**src/rtl/inst_encoder_loader.sv**
```systemverilog
// inst_encoder_loader: encodes decoded instruction descriptors into 32-bit MIPS words and
// writes them to instruction memory at consecutive word addresses.
// Optional feature macro: INST_ENC_NOP_PAD_EN -- after the last instruction, fill every
// remaining address up to the top of memory with nop (32'h00000000).
module inst_encoder_loader #(
  parameter int ADDR_WIDTH = 6,
  parameter int INST_WIDTH = 32
) (
  input  logic                  CLK,
  input  logic                  RST,
  input  logic                  Start,
  input  logic                  InValid,
  output logic                  InReady,
  input  logic [2:0]            OpSel,
  input  logic [2:0]            AluFn,
  input  logic [4:0]            Rs,
  input  logic [4:0]            Rt,
  input  logic [4:0]            Rd,
  input  logic [15:0]           Imm,
  input  logic [25:0]           Target,
  input  logic                  Last,
  output logic                  IMemWrite,
  output logic [ADDR_WIDTH-1:0] IMemAddr,
  output logic [INST_WIDTH-1:0] IMemWData,
  output logic                  Busy,
  output logic                  Done,
  output logic                  Error,
  output logic [ADDR_WIDTH:0]   InstCount
);

`ifdef INST_ENC_NOP_PAD_EN
  typedef enum logic [2:0] {IDLE, LOAD, WRITE, PAD, DONE} state_t;
`else
  typedef enum logic [2:0] {IDLE, LOAD, WRITE, DONE} state_t;
`endif

  localparam logic [ADDR_WIDTH-1:0] MAX_ADDR = '1;

  state_t      state;
  logic        last_q;
  logic [5:0]  opcode;
  logic [5:0]  funct;
  logic [31:0] enc;
  logic        desc_ok;

  // Combinational encoder: opcode/funct lookup and field packing for the presented descriptor
  always_comb begin
    funct   = AluFn == 3'd0 ? 6'b100100 :
              AluFn == 3'd1 ? 6'b100101 :
              AluFn == 3'd2 ? 6'b100000 :
              AluFn == 3'd3 ? 6'b100010 :
              AluFn == 3'd4 ? 6'b101010 : 6'b011100;
    opcode  = OpSel == 3'd0 ? 6'b100011 :
              OpSel == 3'd1 ? 6'b101011 :
              OpSel == 3'd3 ? 6'b001000 :
              OpSel == 3'd4 ? 6'b000100 :
              OpSel == 3'd5 ? 6'b000010 : 6'b000000;
    enc     = OpSel == 3'd5 ? {opcode, Target} :
              OpSel == 3'd2 ? {opcode, Rs, Rt, Rd, 5'd0, funct} :
                              {opcode, Rs, Rt, Imm};
    desc_ok = (OpSel <= 3'd5) && (OpSel != 3'd2 || AluFn <= 3'd5);
  end

  // Loader FSM with registered handshake, memory-port and status outputs
  always_ff @(posedge CLK or negedge RST) begin
    if (!RST) begin
      state     <= IDLE;
      last_q    <= 1'b0;
      InReady   <= 1'b0;
      IMemWrite <= 1'b0;
      IMemAddr  <= '0;
      IMemWData <= '0;
      Busy      <= 1'b0;
      Done      <= 1'b0;
      Error     <= 1'b0;
      InstCount <= '0;
    end else begin
      case (state)
        IDLE, DONE: begin
          if (Start) begin
            state     <= LOAD;
            IMemAddr  <= '0;
            InstCount <= '0;
            Error     <= 1'b0;
            Done      <= 1'b0;
            InReady   <= 1'b1;
            Busy      <= 1'b1;
          end
        end
        LOAD: begin
          if (InValid && desc_ok) begin
            state     <= WRITE;
            IMemWData <= INST_WIDTH'(enc);
            last_q    <= Last;
            IMemWrite <= 1'b1;
            InReady   <= 1'b0;
          end else if (InValid) begin
            Error <= 1'b1;
          end
        end
        WRITE: begin
          IMemAddr  <= IMemAddr + 1'b1;
          InstCount <= InstCount + 1'b1;
          if (last_q) begin
`ifdef INST_ENC_NOP_PAD_EN
            if (IMemAddr != MAX_ADDR) begin
              state     <= PAD;
              IMemWData <= '0;
            end else begin
              state     <= DONE;
              IMemWrite <= 1'b0;
              Busy      <= 1'b0;
              Done      <= 1'b1;
            end
`else
            state     <= DONE;
            IMemWrite <= 1'b0;
            Busy      <= 1'b0;
            Done      <= 1'b1;
`endif
          end else if (IMemAddr == MAX_ADDR) begin
            state     <= DONE;
            IMemWrite <= 1'b0;
            Busy      <= 1'b0;
            Done      <= 1'b1;
            Error     <= 1'b1;
          end else begin
            state     <= LOAD;
            IMemWrite <= 1'b0;
            InReady   <= 1'b1;
          end
        end
`ifdef INST_ENC_NOP_PAD_EN
        PAD: begin
          IMemAddr <= IMemAddr + 1'b1;
          if (IMemAddr == MAX_ADDR) begin
            state     <= DONE;
            IMemWrite <= 1'b0;
            Busy      <= 1'b0;
            Done      <= 1'b1;
          end
        end
`endif
        default: state <= IDLE;
      endcase
    end
  end

endmodule

```
**config.mk**
```make
export PLATFORM = sky130hd
export DESIGN_NAME = inst_encoder_loader
export DESIGN_NICKNAME = d
export VERILOG_FILES = /design/src/rtl/inst_encoder_loader.sv
export SDC_FILE = /design/constraint.sdc
export NUM_CORES = 1
export LEC_CHECK = 0
export CORE_UTILIZATION = 40
export CTS_CLUSTER_DIAMETER = 150
export CTS_CLUSTER_SIZE = 25
export DETAILED_ROUTE_END_ITERATION = 8
export GPL_TIMING_DRIVEN = 0
export PLACE_DENSITY = 0.84
export SYNTH_ARGS = -nofsm -noshare
export SYNTH_HDL_FRONTEND = slang
export SYNTH_SLANG_ARGS = --single-unit
export TNS_END_PERCENT = 30
```
**constraint.sdc**
```tcl
create_clock -name CLK -period 5 [get_ports CLK]
set_input_delay 1.5 -clock CLK [delete_from_list [all_inputs] [get_ports CLK]]
set_output_delay 1.5 -clock CLK [all_outputs]
set_load 0.01 [all_outputs]
```
==> run summary <==
Clock power frac - 13.2%
clock sink count - 51
post-synthesis sequential element count - 51
Primary FF master, synth - dfrtp_1
dominant cell type by area after synthesis - dfrtp_1
setup tns final - 0 ps
Syn Std Cell Area - 2680 um^2
Die ar. - 7040 um^2
NetSw - 643 uW
share of the yosys chip area belonging to registers - 47.6%
type of origin of the critical path - input port
PortBufs - 114
YS warnings - 0
combinational share of power - 49.1%
fmax - 344 MHz
Crit Path Category - in -> reg
Crit. End Element - flop
run status - complete, but fails checks
fin nets - 473
internal power - 1.13 mW
vias per inst - 5.27
cells after synthesis - 278
Non-Filler Instances - 478
Final Hold Vio Count - 0
share of the clock period used by the worst path - 58.1%
clock transition at the registers of the reported paths - 90 ps
Core Area - 6420 um^2
Pwr Density - 441 nW/um^2
H-tree Lvls - 2
top cells by area, synth - dfrtp_1, mux2i_1, nand2_1
Die Wd - 83.9 um
Max-slew headroom - 66.2%
clock buffer count from CTS - 5
worst endpoint required time - 5210 ps
All-Layer GR Usage - 21.7%
worst-margin pin slew - 507 ps
top-level I/O count - 118
VDD IR-drop max - 0.000277 V
CP Max Fanout - 10
CTS hold repair buffers - 0
first drt pass iteration count - 6
Syn Area/Cell - 9.65 um^2
Unique masters post-synth - 45
area grow syn2layout - 49.7%
DP HPWL - 5.70 mm
failing checks - design-rule violations
first-pass GRT wire length - 12.2 mm
drt drc - 18
cell total after placement - 470
Diodes inserted - 0
final clock skew - 7.75 ps
asr flop ratio synth - 100%
initial antenna violation count - 0
final wirelength - 7.36 mm
DR vias - 2,518
Root Driver - clkbuf_8
most frequent cell after synthesis - dfrtp_1
Synth Net Count - 351
Starting Density - 41.8%
largest net degree at the start of global routing - 31
cts repair resizes - 0
Hold WC Path Type - reg -> reg
Tot Pwr - 1.77 mW
Max Slew Vio Count - 0
Max clock buf depth - 2
placer's final routability congestion estimate - 0.768
EDFF count, synth - 0
Setup Viol. Count Final - 0
synth cell count leaders - dfrtp_1, nand2_1, o21ai_0
Chip Height - 83.9 um
Max Cap Viol - 0
post-route minimum period - 2900 ps
vias in the first global route - 2,561
Placed Area - 3940 um^2
ANT nets after route - 0
CP arrival - 3120 ps
Flop pwr share - 37.7%
Synth top area share - 47.6%
RSZ-0062 raised after global routing - false
std cell rows - 29
grt ovf - 0
Skew-Pair Late Insertion Delay - 300 ps
switching share of power - 36.3%
Starting DRT DRC Count - 87
CTS tree - yes
Post-Route Utilization - 62.5%
Pleak - 1.76 nW
post-CTS setup buffer count - 0
WL/cell - 15.4 um
fin area - 4020 um^2
share of layout cells above drive strength 1 - 7.98%
## placed cells by master, fill, tap and decap left out, types with 5 or more instances in the layout
| cell type | netlist | layout |
|---|---|---|
| a22oi_1 | 5 | 5 |
| inv_1 | 8 | 8 |
| ha_1 | 5 | 5 |
| a21oi_1 | 11 | 11 |
| nor3_1 | 5 | 5 |
| clkdlybuf4s50_1 | 0 | 113 |
| nor2_1 | 21 | 21 |
| a211oi_1 | 8 | 8 |
| a21o_1 | 7 | 7 |
| clkbuf_1 | 3 | 5 |
| nand2_1 | 44 | 44 |
| buf_2 | 7 | 8 |
| clkbuf_8 | 0 | 5 |
| mux2i_1 | 23 | 23 |
| o21ai_0 | 31 | 31 |
| dfrtp_1 | 51 | 51 |
## registers in the layout, summed over array words and instances, names as in the netlist
name / cells
IMemWData: 30
InstCount: 7
IMemAddr: 6
state: 2
Busy: 1
Done: 1
Error: 1
IMemWrite: 1
InReady: 1
last_q: 1
## per-stage QoR
stage | setup slack, ps | hold WS (ps)
after global routing | 1890 | 506
after CTS | 2090 | 487
after global placement | 953 | 460
after floorplan | 2400 | 508
after detailed placement | 1780 | 466
final | 2100 | 484
## per-layer routing
| layer | routed length [um] | part of all wire (%) | up-vias | track usage (%) |
|---|---|---|---|---|
| met5 | 0 | 0 | - | 0 |
| met4 | 75 | 1.0 | 0 | 5.64 |
| met3 | 459 | 6.2 | 7 | 3.56 |
| met2 | 3710 | 50 | 87 | 38.2 |
| met1 | 3110 | 42 | 1199 | 27.8 |
| li1 | - | - | 1225 | - |
## cell families (layout without fill, tap and decap cells)
group,after synthesis,after routing,share of synthesized area (%)
flops,51,51,47.6
simple gates,87,87,15.2
fa+ha+maj,5,5,2.33
buf+inv,25,148,5.22
compound gates,83,83,19.9
xor+xnor,2,2,0.653
mux,24,24,9.00
other cells,1,1,0.140
## power by group through the flow
| stage | Clock [mW] | Combinational [mW] | Sequential (mW) |
|---|---|---|---|
| global route | 0.252 | 0.951 | 0.688 |
| finish | 0.234 | 0.870 | 0.666 |
| CTS | 0.238 | 0.879 | 0.666 |
| global placement | 0 | 0.842 | 0.667 |
| floorplan | 0 | 0.348 | 0.730 |
| detailed placement | 0 | 0.875 | 0.674 |
## worst max-delay path, stage by stage
cell             delay, ps
clkdlybuf4s50_1        680
nor3b_4                 90
buf_6                  160
nor2_1                 360
a22oi_1                120
o21ai_0                200
## cell type report
| cell class | count | area (um^2) |
|---|---|---|
| clock buffer | 7 | 76.3 |
| multi-input combinational | 202 | 1270 |
| inverter | 8 | 30.0 |
| tap | 77 | 96.3 |
| sequential | 51 | 1280 |
| timing repair buffer | 115 | 1160 |
| buffer | 17 | 110 |
| clock inverter | 1 | 5.00 |
| fill | 537 | 2410 |
## path summary, 6_finish.rpt
kind / startpoint / endpoint / slack, ps / depth (start not counted)
min in group asynchronous: RST / last_q$_DFFE_PN0P_ / 1160 / 1
worst max-delay path: OpSel[2] / IMemWData[10]$_DFFE_PN0P_ / 2100 / 6
worst min-delay path: IMemWData[27]$_DFFE_PN0P_ / IMemWData[27]$_DFFE_PN0P_ / 480 / 2
worst max register to register: state[0]$_DFFE_PN0P_ / InstCount[2]$_DFFE_PN0P_ / 2960 / 7
max in group asynchronous: RST / IMemWData[24]$_DFFE_PN0P_ / 3310 / 2
worst min register to register: IMemWData[27]$_DFFE_PN0P_ / IMemWData[27]$_DFFE_PN0P_ / 480 / 2
(Power assumes the default switching activity.)
